`config.mk`:
```
export PLATFORM = sky130hd
export DESIGN_NAME = thermo_keypad
export DESIGN_NICKNAME = d
export VERILOG_FILES = /design/src/rtl/thermo_keypad.sv
export SDC_FILE = /design/constraint.sdc
export NUM_CORES = 1
export LEC_CHECK = 0
export ABC_AREA = 1
export BUFFER_PORTS_ARGS = -buffer_cell sky130_fd_sc_hd__clkbuf_2
export CORE_ASPECT_RATIO = 2
export CORE_MARGIN = 4
export CORE_UTILIZATION = 25
export CTS_CLUSTER_DIAMETER = 120
export CTS_CLUSTER_SIZE = 30
export DETAILED_ROUTE_END_ITERATION = 8
export GPL_TIMING_DRIVEN = 0
export PLACE_DENSITY = 0.42
export SLEW_MARGIN = 20
export SYNTH_ARGS = -nofsm -noshare
export SYNTH_HDL_FRONTEND = slang
export SYNTH_SLANG_ARGS = --single-unit
```
`constraint.sdc`:
```
create_clock -name slowclock1 -period 2 [get_ports slowclock1]
set_clock_uncertainty 0.1 [all_clocks]
set_input_delay 0.1 -clock slowclock1 [delete_from_list [all_inputs] [get_ports slowclock1]]
set_output_delay 0.1 -clock slowclock1 [all_outputs]
set_load 0.03 [all_outputs]
```
`src/rtl/thermo_keypad.sv`:
```
// Debounced three-button keypad front end for the thermostat: one command pulse per press,
// with optional Up/Down auto-repeat enabled by defining THERMO_KEY_REPEAT_EN.
module thermo_keypad #(
  parameter int DEBOUNCE_CYCLES = 3,
  parameter int REPEAT_DELAY    = 8,
  parameter int REPEAT_PERIOD   = 2
) (
  input  logic slowclock1,
  input  logic Reset,
  input  logic BtnUp,
  input  logic BtnDown,
  input  logic BtnSet,
  output logic Up,
  output logic Down,
  output logic Set,
  output logic RepeatActive
);

  localparam logic [7:0] DEB_C = 8'(DEBOUNCE_CYCLES);
  localparam logic [7:0] RD_C  = 8'(REPEAT_DELAY);
  localparam logic [7:0] RP_C  = 8'(REPEAT_PERIOD);

`ifdef THERMO_KEY_REPEAT_EN
  localparam bit REPEAT_EN = 1'b1;
`else
  localparam bit REPEAT_EN = 1'b0;
`endif

  localparam logic [1:0] KEY_NONE = 2'd0;
  localparam logic [1:0] KEY_UP   = 2'd1;
  localparam logic [1:0] KEY_DOWN = 2'd2;
  localparam logic [1:0] KEY_SET  = 2'd3;

  typedef enum logic [2:0] {IDLE, DEBOUNCE, HOLD, REPEAT, RELEASE} state_t;

  state_t      state_q, state_d;
  logic [7:0]  cnt_q, cnt_d, cnt_inc;
  logic [1:0]  key_q, key_d, cur_key;
  logic [2:0]  btn_p0, btn_p1;
  logic        fire, key_valid, all_low, same_key;

  function automatic logic [7:0] sat_inc(input logic [7:0] v);
    return (v == 8'hFF) ? v : v + 8'd1;
  endfunction

  // Stage p0/p1: two-flop synchronizer on the raw buttons, bit order {Set, Down, Up}
  always_ff @(posedge slowclock1 or posedge Reset) begin
    if (Reset) begin
      btn_p0 <= 3'b000;
      btn_p1 <= 3'b000;
    end else begin
      btn_p0 <= {BtnSet, BtnDown, BtnUp};
      btn_p1 <= btn_p0;
    end
  end

  always_comb begin
    cur_key = KEY_NONE;
    case (btn_p1)
      3'b001:  cur_key = KEY_UP;
      3'b010:  cur_key = KEY_DOWN;
      3'b100:  cur_key = KEY_SET;
      default: cur_key = KEY_NONE;
    endcase
  end

  assign key_valid = (cur_key != KEY_NONE);
  assign all_low   = (btn_p1 == 3'b000);
  assign same_key  = key_valid && (cur_key == key_q);
  assign cnt_inc   = sat_inc(cnt_q);

  always_comb begin
    state_d = state_q;
    cnt_d   = cnt_q;
    key_d   = key_q;
    fire    = 1'b0;
    case (state_q)
      IDLE: begin
        if (key_valid) begin
          key_d = cur_key;
          if (DEB_C <= 8'd1) begin
            fire    = 1'b1;
            cnt_d   = 8'd0;
            state_d = HOLD;
          end else begin
            cnt_d   = 8'd1;
            state_d = DEBOUNCE;
          end
        end
      end
      DEBOUNCE: begin
        if (all_low) begin
          state_d = IDLE;
        end else if (!same_key) begin
          state_d = RELEASE;
        end else if (cnt_inc >= DEB_C) begin
          fire    = 1'b1;
          cnt_d   = 8'd0;
          state_d = HOLD;
        end else begin
          cnt_d = cnt_inc;
        end
      end
      HOLD: begin
        // Set never repeats; without the repeat build Up/Down park here too
        if (all_low) begin
          state_d = IDLE;
        end else if (!same_key) begin
          state_d = RELEASE;
        end else if (REPEAT_EN && (key_q != KEY_SET) && (cnt_inc >= RD_C)) begin
          fire    = 1'b1;
          cnt_d   = 8'd0;
          state_d = REPEAT;
        end else begin
          cnt_d = cnt_inc;
        end
      end
      REPEAT: begin
        if (all_low) begin
          state_d = IDLE;
        end else if (!same_key) begin
          state_d = RELEASE;
        end else if (cnt_inc >= RP_C) begin
          fire  = 1'b1;
          cnt_d = 8'd0;
        end else begin
          cnt_d = cnt_inc;
        end
      end
      RELEASE: begin
        if (all_low) state_d = IDLE;
      end
      default: state_d = IDLE;
    endcase
  end

  // Stage p2: FSM state and registered command outputs
  always_ff @(posedge slowclock1 or posedge Reset) begin
    if (Reset) begin
      state_q      <= IDLE;
      cnt_q        <= 8'd0;
      key_q        <= KEY_NONE;
      Up           <= 1'b0;
      Down         <= 1'b0;
      Set          <= 1'b0;
      RepeatActive <= 1'b0;
    end else begin
      state_q      <= state_d;
      cnt_q        <= cnt_d;
      key_q        <= key_d;
      Up           <= fire && (key_d == KEY_UP);
      Down         <= fire && (key_d == KEY_DOWN);
      Set          <= fire && (key_d == KEY_SET);
      RepeatActive <= REPEAT_EN && (state_d == REPEAT);
    end
  end

endmodule

```
==> results.sh <==
export IMPL_drt_iter0_drc=25
export IMPL_ff2ff_path_depth=11
export IMPL_crit_fanout=10
export IMPL_multi_input_area_sq_um=678.2
export IMPL_insertion_delay_ns=0.26
export IMPL_startpoint_type="register"
export IMPL_die_area_sq_um=6661
export IMPL_numPlacedInstances=250
export IMPL_min_to="btn_p1[0]"
export IMPL_drt_total_wl_mm=3.189
export IMPL_synth_cell_type_count=26
export IMPL_status="completed"
export IMPL_syn_num_nets=191
export IMPL_antenna_found_initial=0
export IMPL_viasPerCell=4.460
export IMPL_gp_congestion=0.7538
export IMPL_seq_area_sq_um=551.8
export IMPL_cts_path_max_buffers=2
export IMPL_die_x_um=59.75
export IMPL_antennaDiodeCount=0
export IMPL_yosys_register_bits=22
export IMPL_postSynthCellCount=185
export IMPL_hold_viol=0
export IMPL_min_path_cells=0
export IMPL_ys_seq_area_frac=0.4112
export IMPL_fin_setup_tns_ns=0
export IMPL_pre_cts_ws_ns=0.02528
export IMPL_yosysWarnings=0
export IMPL_synth_area_leader_cell="dfrtp_1"
export IMPL_fmax_mhz=526.4
export IMPL_vias=1173
export IMPL_maxSlewHeadroom=0.4033
export IMPL_grt_pass1_vias=1226
export IMPL_drt_antenna_violating_nets=0
export IMPL_wl_per_cell_um=12.13
export IMPL_dp_hpwl_mm=2.544
export IMPL_vdd_drop_max_v=0.0004627
export IMPL_drv_slew=0
export IMPL_setup_viol=0
export IMPL_fin_nets=213
export IMPL_grt_pass1_wl_mm=5.492
export IMPL_fillerInstances=584
export IMPL_drtPass1Iterations=4
export IMPL_tightest_slew_ns=0.8882
export IMPL_cp_required_ns=2.06
export IMPL_finalPower_mw=1.606
export IMPL_htree_levels=1
export IMPL_io_buffers=7
export IMPL_cts_tree="built"
export IMPL_synth_area_leaders="dfrtp_1 41%, nand2_1 14%, nand3_1 11%, inv_1 7.3%, nand2_2 5.6%"
export IMPL_fin_cells=263
export IMPL_leakage_nw=0.8617
export IMPL_hp_start="btn_p0[0]"
export IMPL_syn2layout_area_growth_pct=18.32
export IMPL_setup_ws_ns=0.1002
export IMPL_clk_pin_slew_ns=0.08
export IMPL_die_h_um=111.5
export IMPL_r2r_end="state_q[2]"
export IMPL_start_util=0.2582
export IMPL_critPathKind="register to register"
export IMPL_cts_buffers=3
export IMPL_clockRootBuffer="clkbuf_8"
export IMPL_post_route_period_util=0.9499
export IMPL_remaining_drc_errors=0
export IMPL_timing_rr_start="cnt_q[1]"
export IMPL_pin_count=9
export IMPL_core_area_sq_um=5185
export IMPL_overflow=0
export IMPL_synth_top_cell_area_share=0.4112
export IMPL_grt_usage=0.1086
export IMPL_post_route_min_period_ns=1.900
export IMPL_p_per_area_nw_per_um2=1014
export IMPL_cap_violations=0
export IMPL_min_path_type="register to register"
export IMPL_endpoint_kind="register"
export IMPL_rows=37
export IMPL_layout_common_cells="48 x nand2_1, 29 x nand3_1, 26 x inv_1"
export IMPL_drive_above_1_share=0.2146
export IMPL_final_common_cell="nand2_1"
export IMPL_r2r_slack_ns=0.10
export IMPL_cts_sinks=22
export IMPL_grt_max_degree=23
export IMPL_synth_avg_cell_area_sq_um=7.237
export IMPL_synth_cell_area_sq_um=1339
export IMPL_cp_data_arrival_time_ns=1.95
-- stage by stage --
step | area (sq um) | hold WS (ns) | utilization
3_3_place_gp | 1446 | 0.1077 | 0.2790
5_1_grt | 1584 | 0.2633 | 0.3055
4_1_cts | 1535 | 0.2583 | 0.2961
3_5_place_dp | 1446 | 0.1096 | 0.2790
6_report | 1584 | 0.2523 | 0.3055
2_1_floorplan | 1339 | -0.01077 | -
-- final cells by class --
class	instances	share of cell area
Buffer	2	0.01185
Inverter	27	0.06398
Multi-Input combinational cell	134	0.4281
Timing Repair Buffer	17	0.07583
Sequential cell	22	0.3483
Clock buffer	3	0.02607
Tap cell	58	0.04581
-- synth_stat cells (all sizes together) --
master,count
nand2,62
nor2,21
dfrtp,22
nand3b,1
nand3,30
o21bai,1
conb,1
nor3,2
o21ai,9
xnor2,1
buf,2
inv,27
nand2b,1
ha,1
nand4,2
a21oi,2
-- timing repair --
action	4_1_cts	5_1_grt
hold buffers	4	0
gates resized for setup	0	5
setup buffers	1	5
hold endpoints to repair	25	0
pin swaps	0	3
setup endpoints to repair	1	12
-- worst max-delay path: stages (launching register included) --
cell and delay, ns:
dfrtp_2 0.42, ha_1 0.22, nand2_2 0.15, nor2_4 0.07
nand2_4 0.13, nand3_1 0.12, nor2_2 0.16, nand2_1 0.06
nor2_1 0.09, nand2_1 0.11, nand3_1 0.09, nand2_1 0.06
-- state kept, by name, indices dropped and copies added, names as in the netlist --
signal / flops
cnt_q: 8
btn_p0: 3
btn_p1: 3
state_q: 3
key_q: 2
Down: 1
Set: 1
Up: 1
-- worst max-delay path by stage --
stage | cells past startpoint | slack, ns | end | start
final | 11 | 0.10 | state_q[2] | cnt_q[1]
after global routing | 11 | -0.003 | state_q[2] | cnt_q[1]
after CTS | 11 | 0.0003 | state_q[2] | cnt_q[1]
after detailed placement | 11 | 0.03 | state_q[2] | cnt_q[0]
after global placement | 11 | 0.02 | state_q[2] | cnt_q[0]
after floorplan | 12 | 0.31 | Up | cnt_q[1]
-- logic make-up (layout without fill, tap and decap cells) --
| logic type | after synthesis | count (layout) | synth area share |
|---|---|---|---|
| compound gates | 12 | 12 | 0.05794 |
| xor+xnor | 1 | 1 | 0.006543 |
| fa+ha+maj | 1 | 1 | 0.009344 |
| buf+inv | 29 | 49 | 0.08972 |
| flops | 22 | 22 | 0.4112 |
| other cells | 1 | 1 | 0.002801 |
| simple gates | 119 | 119 | 0.4224 |
-- layer usage --
metal | vias up | share of wire | GRT usage | wire, um
li1 | 620 | - | - | -
met1 | 542 | 0.34 | 0.09589 | 1086
met2 | 9 | 0.63 | 0.2225 | 2011
met3 | 2 | 0.018 | 0.01508 | 57
met4 | 0 | 0.011 | 0.03994 | 34
met5 | - | 0 | 0 | 0
-- power by group --
part           internal (mW)  switching [mW]  leakage, nW  total (mW)
sequential             0.514          0.0592        0.281       0.573
clock                  0.134           0.139       0.0216       0.274
combinational          0.302           0.457        0.560       0.759
(Power assumes the default switching activity.)
